`src/rtl/io_ring_pwr_seq_if.sv`:
```
// -----------------------------------------------------------------------------
// io_ring_pwr_seq_if
// Bundles the supply-good indicators, the shutdown request and the pad-control
// outputs of the IO-ring power sequencer.
//
// Signals
//   DVDD_OK    supply monitor -> sequencer   IO supply good (asynchronous)
//   VDD_OK     supply monitor -> sequencer   core supply good (asynchronous)
//   FORCE_OFF  controller     -> sequencer   ordered shutdown / hold-off request
//   ISO_N      sequencer -> pads             isolation release (0 = isolated)
//   IE         sequencer -> pads             input buffer enable
//   OE_EN      sequencer -> pads             output enable gate
//   READY      sequencer -> controller       ring fully enabled
//   STATE      sequencer -> controller       current sequencer state
//   FAULT_CNT  sequencer -> controller       saturating supply-loss abort count
//
// Modports
//   master  supply monitor / controller side (drives the requests)
//   slave   the sequencer itself
// -----------------------------------------------------------------------------
interface io_ring_pwr_seq_if;
  logic       DVDD_OK;
  logic       VDD_OK;
  logic       FORCE_OFF;
  logic       ISO_N;
  logic       IE;
  logic       OE_EN;
  logic       READY;
  logic [2:0] STATE;
  logic [7:0] FAULT_CNT;

  modport master (
    output DVDD_OK,
    output VDD_OK,
    output FORCE_OFF,
    input  ISO_N,
    input  IE,
    input  OE_EN,
    input  READY,
    input  STATE,
    input  FAULT_CNT
  );

  modport slave (
    input  DVDD_OK,
    input  VDD_OK,
    input  FORCE_OFF,
    output ISO_N,
    output IE,
    output OE_EN,
    output READY,
    output STATE,
    output FAULT_CNT
  );
endinterface : io_ring_pwr_seq_if

```
`src/rtl/io_ring_pwr_seq.sv`:
```
// -----------------------------------------------------------------------------
// io_ring_pwr_seq
// Power-good sequencer for the gf180mcu IO ring. Synchronises and debounces
// the DVDD/VDD good indicators, then releases pad isolation, input buffers and
// output enables in a fixed timed order. Any supply loss while the pads are
// (partly) enabled drops everything to the safe state on the next edge and is
// counted; FORCE_OFF walks the ring back down in reverse order.
//
// Ports
//   CLK   input   sequencer clock, rising edge
//   RN    input   asynchronous active-low reset (clears all state and outputs)
//   bus   slave   supply indicators, shutdown request and pad controls
//
// State encoding (STATE output)
//   0 OFF  1 DEB  2 ISO_REL  3 IE_ON  4 RUN  5 OE_OFF  6 IE_OFF  (7 unused)
// -----------------------------------------------------------------------------
module io_ring_pwr_seq #(
  parameter int unsigned DEB_CYCLES  = 16,
  parameter int unsigned STEP_CYCLES = 8,
  parameter int unsigned SYNC_STAGES = 2
) (
  input  logic             CLK,
  input  logic             RN,
  io_ring_pwr_seq_if.slave bus
);

  localparam logic [2:0] ST_OFF     = 3'd0;
  localparam logic [2:0] ST_DEB     = 3'd1;
  localparam logic [2:0] ST_ISO_REL = 3'd2;
  localparam logic [2:0] ST_IE_ON   = 3'd3;
  localparam logic [2:0] ST_RUN     = 3'd4;
  localparam logic [2:0] ST_OE_OFF  = 3'd5;
  localparam logic [2:0] ST_IE_OFF  = 3'd6;

  // One shared dwell counter; it only ever has to reach the larger dwell - 1.
  localparam int unsigned MAX_CYC = (DEB_CYCLES > STEP_CYCLES) ? DEB_CYCLES : STEP_CYCLES;
  localparam int unsigned CNT_W   = (MAX_CYC > 1) ? $clog2(MAX_CYC) : 1;

  localparam logic [CNT_W-1:0] DEB_LAST  = CNT_W'(DEB_CYCLES - 1);
  localparam logic [CNT_W-1:0] STEP_LAST = CNT_W'(STEP_CYCLES - 1);
  localparam logic [CNT_W-1:0] CNT_ZERO  = CNT_W'(0);
  localparam logic [CNT_W-1:0] CNT_ONE   = CNT_W'(1);

  // Pad enable pattern {ISO_N, IE, OE_EN, READY} for a given state. Unused
  // encodings map to the fully isolated pattern.
  function automatic logic [3:0] pad_enables(input logic [2:0] st);
    logic [3:0] en;
    case (st)
      ST_ISO_REL: en = 4'b1000;
      ST_IE_ON:   en = 4'b1100;
      ST_RUN:     en = 4'b1111;
      ST_OE_OFF:  en = 4'b1100;
      ST_IE_OFF:  en = 4'b1000;
      default:    en = 4'b0000;
    endcase
    return en;
  endfunction

  logic [SYNC_STAGES-1:0] dvdd_sync_q;
  logic [SYNC_STAGES-1:0] vdd_sync_q;
  logic                   good_s;

  logic [2:0]       state_q, state_d;
  logic [CNT_W-1:0] cnt_q, cnt_d;
  logic [7:0]       fault_q, fault_d;
  logic             iso_n_q, ie_q, oe_en_q, ready_q;

  logic             deb_done_s;
  logic             step_done_s;
  logic             timed_s;
  logic             pads_live_s;
  logic             abort_s;

  // Synchronise both supply-good inputs into the CLK domain.
  always_ff @(posedge CLK or negedge RN) begin
    if (!RN) begin
      dvdd_sync_q <= {SYNC_STAGES{1'b0}};
      vdd_sync_q  <= {SYNC_STAGES{1'b0}};
    end else begin
      dvdd_sync_q <= {dvdd_sync_q[SYNC_STAGES-2:0], bus.DVDD_OK};
      vdd_sync_q  <= {vdd_sync_q[SYNC_STAGES-2:0], bus.VDD_OK};
    end
  end

  assign good_s      = dvdd_sync_q[SYNC_STAGES-1] & vdd_sync_q[SYNC_STAGES-1];
  assign deb_done_s  = (cnt_q == DEB_LAST);
  assign step_done_s = (cnt_q == STEP_LAST);

  // States that hold some pad function enabled; losing a supply here is a fault.
  assign pads_live_s = (state_q >= ST_ISO_REL) && (state_q <= ST_IE_OFF);
  assign abort_s     = pads_live_s && !good_s;

  // States that measure a dwell with the shared counter.
  assign timed_s = (state_q == ST_DEB)   || (state_q == ST_ISO_REL) ||
                   (state_q == ST_IE_ON) || (state_q == ST_OE_OFF)  ||
                   (state_q == ST_IE_OFF);

  // Next-state logic; supply loss takes priority over FORCE_OFF and any dwell.
  always_comb begin
    state_d = state_q;
    case (state_q)
      ST_OFF: begin
        if (good_s && !bus.FORCE_OFF) begin
          state_d = ST_DEB;
        end else begin
          state_d = ST_OFF;
        end
      end
      ST_DEB: begin
        if (!good_s || bus.FORCE_OFF) begin
          state_d = ST_OFF;
        end else if (deb_done_s) begin
          state_d = ST_ISO_REL;
        end else begin
          state_d = ST_DEB;
        end
      end
      ST_ISO_REL: begin
        // IE was never enabled, so a shutdown skips straight to IE_OFF.
        if (!good_s) begin
          state_d = ST_OFF;
        end else if (bus.FORCE_OFF) begin
          state_d = ST_IE_OFF;
        end else if (step_done_s) begin
          state_d = ST_IE_ON;
        end else begin
          state_d = ST_ISO_REL;
        end
      end
      ST_IE_ON: begin
        // OE_EN was never enabled, so a shutdown starts at OE_OFF.
        if (!good_s) begin
          state_d = ST_OFF;
        end else if (bus.FORCE_OFF) begin
          state_d = ST_OE_OFF;
        end else if (step_done_s) begin
          state_d = ST_RUN;
        end else begin
          state_d = ST_IE_ON;
        end
      end
      ST_RUN: begin
        if (!good_s) begin
          state_d = ST_OFF;
        end else if (bus.FORCE_OFF) begin
          state_d = ST_OE_OFF;
        end else begin
          state_d = ST_RUN;
        end
      end
      ST_OE_OFF: begin
        // Shutdown always runs to completion; FORCE_OFF is not looked at.
        if (!good_s) begin
          state_d = ST_OFF;
        end else if (step_done_s) begin
          state_d = ST_IE_OFF;
        end else begin
          state_d = ST_OE_OFF;
        end
      end
      ST_IE_OFF: begin
        if (!good_s) begin
          state_d = ST_OFF;
        end else if (step_done_s) begin
          state_d = ST_OFF;
        end else begin
          state_d = ST_IE_OFF;
        end
      end
      default: begin
        state_d = ST_OFF;
      end
    endcase
  end

  // Dwell counter: restarts on every state change, idles at zero elsewhere.
  always_comb begin
    cnt_d = CNT_ZERO;
    if (state_d != state_q) begin
      cnt_d = CNT_ZERO;
    end else if (timed_s) begin
      cnt_d = cnt_q + CNT_ONE;
    end else begin
      cnt_d = CNT_ZERO;
    end
  end

  // Supply-loss abort counter, saturating at all-ones.
  always_comb begin
    fault_d = fault_q;
    if (abort_s && (fault_q != 8'hFF)) begin
      fault_d = fault_q + 8'd1;
    end else begin
      fault_d = fault_q;
    end
  end

  // State, counters and pad outputs; pads are decoded from the next state so
  // they change on the same edge as STATE.
  always_ff @(posedge CLK or negedge RN) begin
    if (!RN) begin
      state_q <= ST_OFF;
      cnt_q   <= CNT_ZERO;
      fault_q <= 8'd0;
      iso_n_q <= 1'b0;
      ie_q    <= 1'b0;
      oe_en_q <= 1'b0;
      ready_q <= 1'b0;
    end else begin
      state_q <= state_d;
      cnt_q   <= cnt_d;
      fault_q <= fault_d;
      {iso_n_q, ie_q, oe_en_q, ready_q} <= pad_enables(state_d);
    end
  end

  assign bus.ISO_N     = iso_n_q;
  assign bus.IE        = ie_q;
  assign bus.OE_EN     = oe_en_q;
  assign bus.READY     = ready_q;
  assign bus.STATE     = state_q;
  assign bus.FAULT_CNT = fault_q;

endmodule : io_ring_pwr_seq

```
`src/flat_wrapper.sv`:
```
// flat-port wrapper written by rule: the top's interface ports become plain ports
module io_ring_pwr_seq_flat 
#(
  parameter int unsigned DEB_CYCLES  = 16,
  parameter int unsigned STEP_CYCLES = 8,
  parameter int unsigned SYNC_STAGES = 2
)
  (CLK, RN, bus_DVDD_OK, bus_VDD_OK, bus_FORCE_OFF, bus_ISO_N, bus_IE, bus_OE_EN, bus_READY, bus_STATE, bus_FAULT_CNT);
  io_ring_pwr_seq_if bus_i ();
  input  logic CLK;
  input  logic RN;
  input wire logic [$bits(bus_i.DVDD_OK)-1:0] bus_DVDD_OK;
  input wire logic [$bits(bus_i.VDD_OK)-1:0] bus_VDD_OK;
  input wire logic [$bits(bus_i.FORCE_OFF)-1:0] bus_FORCE_OFF;
  output wire logic [$bits(bus_i.ISO_N)-1:0] bus_ISO_N;
  output wire logic [$bits(bus_i.IE)-1:0] bus_IE;
  output wire logic [$bits(bus_i.OE_EN)-1:0] bus_OE_EN;
  output wire logic [$bits(bus_i.READY)-1:0] bus_READY;
  output wire logic [$bits(bus_i.STATE)-1:0] bus_STATE;
  output wire logic [$bits(bus_i.FAULT_CNT)-1:0] bus_FAULT_CNT;
  assign bus_i.DVDD_OK = bus_DVDD_OK;
  assign bus_i.VDD_OK = bus_VDD_OK;
  assign bus_i.FORCE_OFF = bus_FORCE_OFF;
  assign bus_ISO_N = bus_i.ISO_N;
  assign bus_IE = bus_i.IE;
  assign bus_OE_EN = bus_i.OE_EN;
  assign bus_READY = bus_i.READY;
  assign bus_STATE = bus_i.STATE;
  assign bus_FAULT_CNT = bus_i.FAULT_CNT;
  io_ring_pwr_seq #(.DEB_CYCLES(DEB_CYCLES), .STEP_CYCLES(STEP_CYCLES), .SYNC_STAGES(SYNC_STAGES)) u_core (.CLK(CLK), .RN(RN), .bus(bus_i));
endmodule
```
`config.mk`:
```
export PLATFORM = sky130hd
export DESIGN_NAME = io_ring_pwr_seq_flat
export DESIGN_NICKNAME = d
export VERILOG_FILES = /design/src/rtl/io_ring_pwr_seq_if.sv /design/src/rtl/io_ring_pwr_seq.sv /design/src/flat_wrapper.sv
export SDC_FILE = /design/constraint.sdc
export NUM_CORES = 1
export LEC_CHECK = 0
export BUFFER_PORTS_ARGS = -buffer_cell sky130_fd_sc_hd__buf_2
export CORE_UTILIZATION = 25
export CTS_BUF_LIST = sky130_fd_sc_hd__clkbuf_4
export DETAILED_ROUTE_END_ITERATION = 7
export PLACE_DENSITY = 0.43
export SETUP_SLACK_MARGIN = 0.15
export SKIP_CTS_REPAIR_TIMING = 1
export SYNTH_ARGS = -nofsm -noshare
export SYNTH_HDL_FRONTEND = slang
export SYNTH_SLANG_ARGS = --single-unit
```
`constraint.sdc`:
```
create_clock -name CLK -period 1.6 [get_ports CLK]
set_input_delay 0.08 -clock CLK [delete_from_list [all_inputs] [get_ports CLK]]
set_output_delay 0.08 -clock CLK [all_outputs]
set_load 0.02 [all_outputs]
```
==> metrics.csv, run 1 <==
stage,metric,value,unit
power_and_ir_drop,total chip power,0.000877,W
logic_synthesis,"top cells by area, synth","dfrtp_1 48%, xor2_1 5.3%, buf_6 3.9%",
detailed_routing,DRC violations left,0,
detailed_routing,post-DR vias/cell,4.73,
layout,filler instances,464,
timing,Final min period,1.75,ns
run,Max Cap Viol,0,
detailed_routing,Antenna Nets Post-Route,0,
worst_setup_path,Max stage delay on crit path,0.48,ns
outcome,failing checks,setup timing,
logic_synthesis,YS warnings,0,
worst_setup_path,required time of the critical path,1.80,ns
worst_setup_path,worst path cell trace,"ha_4, and3b_2, or4b_4, a32oi_4, nor3_1",
layout,number of antenna diodes,0,
worst_setup_path,crit path kind,reg2reg,
layout,register area,556,µm²
worst_setup_path,crit end category,flop,
logic_synthesis,Synth Flop Type,dfrtp_1,
grt,vias in the first global route,876,
cts,clk sinks,22,
grt,GRT Util Overall,10.5,%
worst_setup_path,CP Launch Type,flop,
detailed_routing,DRT Wirelength,2390,µm
logic_synthesis,Post-synth EDFFs,0,
cts,Clock Path Buffers,2,
layout,"non-filler cells, final",193,
detailed_routing,drt pass-1 iters,4,
timing,Final Max Tran Viols,0,
placed_design,Port Buffer Count,19,
cts,Worst-Skew Late Latency,0.30,ns
worst_setup_path,critical path depth,5,
worst_setup_path,"Slowest-stage cell, CP",or4b_4,
cts,total CTS buffers,3,
logic_synthesis,post-synth cell types,41,
grt,largest net degree at the start of global routing,23,
floorplanning,Die Area,4870,µm²
layout,Final Util,35.0,%
power_and_ir_drop,Max VDD drop,0.402,mV
hold_path,HP Class,in2async,
detailed_routing,drt first-iter violations,45,
logic_synthesis,sequential fraction of the synthesis area,47.9,%
logic_synthesis,Post-synth top cells,"22 x dfrtp_1, 7 x xor2_1, 6 x nand2_1",
logic_synthesis,synthesized netlist cell count,103,
timing,final hold vios,0,
logic_synthesis,post-synth top area cell,dfrtp_1,
worst_setup_path,crit path DAT,1.95,ns
outcome,status,finished with violations,
timing,Clock Skew,0.00282,ns
placed_design,post-placement cell area,1410,µm²
timing,RSZ-0062 raised after global routing,yes,
worst_setup_path,worst-path maximum fanout,4,
floorplanning,num ports,20,
floorplanning,FP Rows,24,
floorplanning,Chip Height,69.8,µm
placed_design,GP Congestion,0.732,
logic_synthesis,Synth Register Bits,22,
cts,TritonCTS clock tree,yes,
floorplanning,initial core utilization,26.2,%
placed_design,DP Worst Slack,-0.138,ns
cts,root buffer cell,clkbuf_4,
layout,share of layout cells above drive strength 1,43.3,%
floorplanning,Die X,69.8,µm
logic_synthesis,syn avg cell area,11.2,µm²
worst_setup_path,R2R depth,5,
timing,Slew @ Worst Pin,0.538,ns
power_and_ir_drop,leak pwr,0.713,nW
layout,multi-input combinational cell area,628,µm²
worst_setup_path,Bufs and invs on worst path,0,
logic_synthesis,Synth Net Count,110,
logic_synthesis,most frequent cell after synthesis,dfrtp_1,
cts,clk slew on worst S/H paths,0.12,ns
power_and_ir_drop,pwr/cell area,571,nW/µm²
grt,first-pass GRT wire length,4040,µm
worst_setup_path,"delay-heaviest family, CP",simple AND/OR/NAND/NOR gates,
grt,gr ovfl total,0,
timing,worst setup margin,-0.153,ns
layout,post-route cell area,1540,µm²
grt,initial antenna violation count,0,
logic_synthesis,synthesized area,1150,µm²
cts,H-tree depth,1,
layout,fin nets,149,
logic_synthesis,post-synthesis async set-or-reset flop share,100,%
timing,period utilisation layout,110,%
timing,fmax,571,MHz
placed_design,DP Wirelength,1750,µm
timing,Setup-failing EPs final,8,
detailed_routing,wire length per cell,12.4,µm
timing,Relative slew margins,64.0,%
floorplanning,Core ar.,4380,µm²
logic_synthesis,area share of the largest cell type after synthesis,47.9,%
placed_design,placed insts,183,
detailed_routing,Vias,912,
layout,Area Growth Syn to Fin,33.5,%
==> area by class of cell <==
| class | instances | share of cell area [%] |
|---|---|---|
| clock buffers | 3 | 1.47 |
| well taps | 52 | 4.24 |
| repair buffers | 39 | 16.5 |
| multi-input cells | 74 | 40.9 |
| flip-flops and latches | 22 | 36.2 |
| inverters | 2 | 0.489 |
| clock inverters | 1 | 0.244 |
==> stage by stage <==
step	hold WS [ns]	setup TNS (ns)
finish	0.255	-0.759
global route	0.287	-1.72
CTS	-0.279	-0.867
detailed placement	0.0740	-0.685
global placement	0.0644	-0.423
floorplan	-0.216	-0.114
==> worst paths after layout <==
check	startpoint	endpoint	slack, ns
setup / recovery	u_core.cnt_q[0]	u_core.cnt_q[0]	-0.15
hold / removal	RN	u_core.bus.OE_EN	0.26
setup reg to reg	u_core.cnt_q[0]	u_core.cnt_q[0]	-0.15
hold reg to reg	u_core.dvdd_sync_q[0]	u_core.dvdd_sync_q[1]	0.37
max in group asynchronous	RN	u_core.bus.FAULT_CNT[1]	0.99
min in group CLK	bus_FORCE_OFF	u_core.bus.STATE[2]	0.30
==> cell families (layout without fill, tap and decap cells) <==
kind of cell             Yosys count  in the layout  synth area share (%)
flip-flops                        22             22                  47.9
multiplexers                       2              2                  1.85
buffers and inverters              7             45                  5.22
AO/OA/AOI/OAI                     16             16                  11.3
XOR/XNOR                           9              9                  6.86
AND/OR/NAND/NOR                   44             44                  23.7
adder cells (fa/ha/maj)            3              3                  3.16
==> per-layer routing <==
layer	global-route usage, %	share of wire, %	vias up
met3	3.49	4.9	2
met4	3.33	0.88	0
met5	0	0	-
li1	-	-	453
met1	13.4	47	436
met2	16.7	47	21
==> worst register-to-register path: cells and delay by family (launching register included) <==
family / cells / cell delay [ns]
and+or+nand+nor: 3 / 0.78
DFF: 1 / 0.41
AOI/OAI and AO/OA: 1 / 0.29
adders and majority gates: 1 / 0.16
==> state kept, by name, summed over array words and instances (netlist names) <==
signal / count
u_core.bus.OE_EN: 1
u_core.cnt_q: 4
u_core.dvdd_sync_q: 2
u_core.bus.IE: 1
u_core.bus.ISO_N: 1
u_core.bus.STATE: 3
u_core.bus.FAULT_CNT: 8
u_core.vdd_sync_q: 2
==> power breakdown <==
group / switching [W] / total, W / internal (W)
sequential: 0.00000467 / 0.000567 / 0.000562
combinational: 0.0000284 / 0.0000512 / 0.0000228
clock: 0.000168 / 0.000259 / 0.0000910
==> cell usage in the layout, fill, tap and decap left out, drive strengths merged, types with 2 or more instances in the layout <==
cell type | Yosys | final
a211oi | 2 | 2
nor4 | 4 | 4
nand3 | 5 | 5
nor3 | 4 | 4
buf | 5 | 35
dfrtp | 22 | 22
nor2 | 5 | 5
xnor2 | 2 | 2
and2 | 2 | 2
xor2 | 7 | 7
inv | 2 | 2
nor2b | 3 | 3
nand2 | 6 | 6
nor4b | 2 | 2
ha | 2 | 2
nand2b | 2 | 2
clkbuf | 0 | 4
nor3b | 4 | 4
a21o | 2 | 2
o211ai | 2 | 2
dlygate4sd3 | 0 | 3
o21ai | 3 | 3
Power figures use the tool's default switching activity.
==> run 2: changes to the inputs <==
- RECOVER_POWER: not set -> 25
==> run 2 against run 1 <==
- the flow still finishes with violations (setup timing)
- power about the same
- hold slack improved by 0.042 ns
- combinational power about the same
- sequential power about the same
- register-to-register slack about the same
- maximum frequency unchanged
- die area unchanged
- first-iteration DRC count decreased by 6.7%
- critical endpoint unchanged
==> metrics.csv, run 2 (synthesis gave the netlist of run 1 again) <==
stage,metric,value,unit
timing,Final Max Tran Viols,0,
cts,clk slew on worst S/H paths,0.12,ns
run,Max Cap Viol,0,
timing,Setup-failing EPs final,8,
cts,clk sinks,22,
worst_setup_path,crit path DAT,1.95,ns
worst_setup_path,crit path kind,reg2reg,
grt,GRT Util Overall,10.5,%
timing,worst setup margin,-0.153,ns
grt,first-pass GRT wire length,4040,µm
placed_design,DP Wirelength,1750,µm
hold_path,hold path start,bus_FORCE_OFF,
detailed_routing,drt first-iter violations,42,
power_and_ir_drop,pwr/cell area,571,nW/µm²
cts,TritonCTS clock tree,yes,
worst_setup_path,worst-path maximum fanout,4,
detailed_routing,wire length per cell,12.4,µm
timing,Relative slew margins,22.2,%
worst_setup_path,RR Startpoint,u_core.cnt_q[0],
timing,RSZ-0062 raised after global routing,yes,
power_and_ir_drop,Max VDD drop,0.402,mV
layout,Largest register FFs,8,
layout,fin nets,149,
detailed_routing,post-DR vias/cell,4.73,
layout,number of antenna diodes,0,
cts,Worst-Skew Late Latency,0.30,ns
timing,Clock Skew,0.00282,ns
timing,Final min period,1.75,ns
detailed_routing,drt pass-1 iters,4,
detailed_routing,Vias,912,
timing,period utilisation layout,110,%
cts,total CTS buffers,3,
timing,hold slack,0.297,ns
floorplanning,Core ar.,4380,µm²
layout,Area Growth Syn to Fin,33.4,%
layout,post-route cell area,1530,µm²
layout,share of layout cells above drive strength 1,42.6,%
grt,gr ovfl total,0,
floorplanning,Chip Height,69.8,µm
worst_setup_path,crit end category,flop,
placed_design,Port Buffer Count,19,
detailed_routing,Antenna Nets Post-Route,0,
outcome,status,finished with violations,
floorplanning,Die X,69.8,µm
timing,Slew @ Worst Pin,1.17,ns
hold_path,HP Class,in2reg,
floorplanning,FP Rows,24,
placed_design,GP Congestion,0.732,
timing,fmax,571,MHz
floorplanning,num ports,20,
worst_setup_path,required time of the critical path,1.80,ns
timing,setup TNS,-0.758,ns
placed_design,post-placement cell area,1410,µm²
detailed_routing,DRC violations left,0,
power_and_ir_drop,leak pwr,0.710,nW
outcome,failing checks,setup timing,
placed_design,DP Worst Slack,-0.138,ns
cts,Clock Path Buffers,2,
detailed_routing,DRT Wirelength,2390,µm
floorplanning,initial core utilization,26.2,%
timing,final hold vios,0,
floorplanning,Die Area,4870,µm²
worst_setup_path,CP Launch Type,flop,
grt,initial antenna violation count,0,
layout,most frequent cells in the layout,"18 x buf_2, 18 x dfrtp_1, 16 x buf_4",
cts,root buffer cell,clkbuf_4,
cts,H-tree depth,1,
grt,largest net degree at the start of global routing,23,
grt,vias in the first global route,876,
worst_setup_path,crit path launch,u_core.cnt_q[0],
run 2: worst paths after layout:
path	to	slack (ns)	depth (start not counted)
min	u_core.bus.STATE[2]	0.30	4
max	u_core.cnt_q[0]	-0.15	5
min reg2reg	u_core.dvdd_sync_q[1]	0.37	0
min in group asynchronous	u_core.bus.OE_EN	0.52	2
max in group asynchronous	u_core.bus.FAULT_CNT[1]	0.31	2
max reg2reg	u_core.cnt_q[0]	-0.15	5
run 2: power breakdown:
group	switching, W	total [W]	internal [W]
Combinational	0.0000284	0.0000509	0.0000224
Clock	0.000168	0.000259	0.0000910
Sequential	0.00000467	0.000567	0.000562
run 2: layout make-up:
type / instances / area [µm²]
repair buffers: 39 / 251
clock buffers: 3 / 22.5
inverters: 2 / 7.51
multi-input cells: 74 / 628
well taps: 52 / 65.1
flip-flops and latches: 22 / 556
fillers: 464 / 2850
clock inverters: 1 / 3.75
run 2: routing by layer:
metal  global-route usage, %  up-vias  wire, µm
met5                       0        -         0
met4                    3.33        0        21
met3                    3.49        2       117
met2                    16.7       21      1130
met1                    13.4      436      1120
li1                        -      453         -
run 2: through the flow:
step / util [%] / power (W) / instances
2_1_floorplan: - / 0.000596 / 103
3_3_place_gp: 32.2 / 0.000624 / 183
3_5_place_dp: 32.2 / 0.000624 / 183
4_1_cts: 32.8 / 0.000891 / 187
5_1_grt: 35.0 / 0.000926 / 193
6_report: 35.0 / 0.000876 / 193
run 2: worst max-delay path, cell delays in order (launching register included):
cell     delay (ns)
dfrtp_1        0.41
ha_4           0.16
and3b_2        0.22
or4b_4         0.48
a32oi_4        0.29
nor3_1         0.08
==> run 3: changes to the inputs <==
- CAP_MARGIN: not set -> 20
- CORE_ASPECT_RATIO: not set -> 1.25
- PLACE_DENSITY: 0.43 -> 0.48
==> run 3 against run 2 <==
- the run still ends with setup timing left
- combinational power grew 12%
- setup slack lost 0.025 ns
- sequential share of layout area shrank 4.5 points
- critical path type unchanged
==> metrics.csv, run 3 (synthesis gave the netlist of run 1 again) <==
stage,metric,value,unit
outcome,status,finished with violations,
outcome,failing checks,setup timing,
power_and_ir_drop,Internal,0.000674,W
worst_setup_path,R2R depth,5,
grt,largest net degree at the start of global routing,23,
power_and_ir_drop,pwr/cell area,487,nW/µm²
cts,total CTS buffers,3,
timing,Slew @ Worst Pin,1.17,ns
worst_setup_path,R2R Setup Slk,-0.18,ns
grt,vias in the first global route,920,
floorplanning,initial core utilization,26.0,%
power_and_ir_drop,Net Sw Frac,21.0,%
timing,Relative slew margins,22.0,%
placed_design,DP Worst Slack,-0.139,ns
worst_setup_path,required time of the critical path,1.78,ns
timing,Setup-failing EPs final,8,
worst_setup_path,crit path DAT,1.95,ns
timing,final hold vios,0,
worst_setup_path,Bufs and invs on worst path,0,
layout,Largest register FFs,8,
cts,H-tree depth,1,
floorplanning,Die X,62.7,µm
floorplanning,Die Area,4880,µm²
worst_setup_path,"Slowest-stage cell, CP",or4b_4,
timing,period utilisation layout,111,%
power_and_ir_drop,Comb pwr share,6.7,%
power_and_ir_drop,Max VDD drop,0.369,mV
worst_setup_path,RR Startpoint,u_core.cnt_q[1],
cts,Worst-Skew Late Latency,0.29,ns
layout,fin nets,163,
cts,clk slew on worst S/H paths,0.11,ns
hold_path,sink of the worst hold path,u_core.bus.STATE[2],
timing,Final min period,1.78,ns
detailed_routing,DRC violations left,0,
layout,Area Growth Syn to Fin,52.4,%
run,Max Cap Viol,0,
cts,Clock Path Buffers,2,
detailed_routing,drt first-iter violations,49,
grt,GRT Util Overall,11.1,%
timing,fmax,563,MHz
worst_setup_path,crit end category,flop,
timing,Clock Skew,0.00494,ns
hold_path,hold path start,bus_FORCE_OFF,
layout,"most common cell after layout, fill and taps aside",buf_4,
timing,Final Max Tran Viols,0,
cts,root buffer cell,clkbuf_4,
floorplanning,num ports,20,
detailed_routing,Antenna Nets Post-Route,0,
placed_design,Port Buffer Count,19,
worst_setup_path,worst path cell trace,"ha_4, and3b_2, or4b_4, a32oi_4, nor3b_2",
grt,first-pass GRT wire length,4260,µm
detailed_routing,drt pass-1 iters,4,
layout,number of antenna diodes,0,
worst_setup_path,endpoint of the worst-slack reg-to-reg timing path,u_core.cnt_q[1],
grt,gr ovfl total,0,
cts,TritonCTS clock tree,yes,
power_and_ir_drop,sequential share of power,66.2,%
floorplanning,Chip Height,77.8,µm
detailed_routing,DRT Wirelength,2800,µm
placed_design,GP Congestion,0.754,
hold_path,HP Class,in2reg,
floorplanning,FP Rows,27,
placed_design,post-placement cell area,1410,µm²
layout,post-route cell area,1750,µm²
timing,worst setup margin,-0.178,ns
worst_setup_path,"delay-heaviest family, CP",simple AND/OR/NAND/NOR gates,
worst_setup_path,crit path launch,u_core.cnt_q[1],
layout,most frequent cells in the layout,"26 x buf_4, 18 x buf_2, 17 x dfrtp_1",
floorplanning,Core ar.,4430,µm²
grt,initial antenna violation count,0,
power_and_ir_drop,net switching power,0.000180,W
cts,clk sinks,22,
worst_setup_path,Max stage delay on crit path,0.48,ns
worst_setup_path,worst-path maximum fanout,4,
worst_setup_path,CP Launch Type,flop,
worst_setup_path,crit path kind,reg2reg,
hold_path,Worst Hold Depth,4,
placed_design,DP Wirelength,1800,µm
power_and_ir_drop,clock share of power,27.2,%
detailed_routing,post-DR vias/cell,4.68,
layout,share of layout cells above drive strength 1,53.9,%
detailed_routing,Vias,992,
timing,RSZ-0062 raised after global routing,yes,
detailed_routing,wire length per cell,13.2,µm
power_and_ir_drop,leak pwr,0.786,nW
run 3: cell count changes in the layout (fill, tap and decap cells not counted), sizes merged:
cell / previous run / this run
clkinv: 1 / 0
buf: 34 / 48
run 3: worst register-to-register path, cell delays in order, from the launching register on:
cell and delay (ns):
dfrtp_1 0.41, ha_4 0.16, and3b_2 0.22, or4b_4 0.48
a32oi_4 0.33, nor3b_2 0.08
run 3: power groups by stage:
stage,combinational (W),clock (W),sequential (W)
after detailed placement,0.0000429,0,0.000578
after floorplan,0.0000185,0,0.000577
after CTS,0.0000429,0.000250,0.000568
final,0.0000570,0.000232,0.000565
after global placement,0.0000419,0,0.000578
after global routing,0.0000632,0.000281,0.000566
run 3: final cells by class:
class	count	area, µm²
Tap cell	58	72.6
Fill cell	444	2670
Sequential cell	22	557
Clock buffer	3	22.5
Multi-Input combinational cell	74	724
Timing Repair Buffer	53	369
Inverter	2	7.51
run 3: per-layer routing:
| metal | global-route usage, % | vias up | wire, µm |
|---|---|---|---|
| li1 | - | 484 | - |
| met1 | 13.6 | 490 | 1220 |
| met2 | 19.3 | 16 | 1490 |
| met3 | 1.76 | 2 | 68 |
| met4 | 4.19 | 0 | 15 |
| met5 | 0 | - | 0 |
run 3: worst max-delay path by stage:
stage / to / cells after the start
floorplan: u_core.cnt_q[1] / 5
global placement: u_core.bus.IE / 5
detailed placement: u_core.bus.FAULT_CNT[1] / 3
CTS: u_core.bus.FAULT_CNT[1] / 3
global route: u_core.cnt_q[1] / 5
finish: u_core.cnt_q[1] / 5
run 3: stage by stage:
| stage | total power [W] | hold slack [ns] | util (%) | setup TNS, ns | std cells |
|---|---|---|---|---|---|
| 2_1_floorplan | 0.000596 | -0.216 | - | -0.114 | 103 |
| 3_3_place_gp | 0.000620 | 0.0674 | 31.9 | -0.310 | 188 |
| 4_1_cts | 0.000861 | -0.264 | 32.5 | -0.924 | 191 |
| 3_5_place_dp | 0.000621 | 0.0735 | 31.9 | -0.741 | 188 |
| 5_1_grt | 0.000910 | 0.358 | 39.6 | -1.60 | 212 |
| 6_report | 0.000854 | 0.329 | 39.6 | -0.930 | 212 |
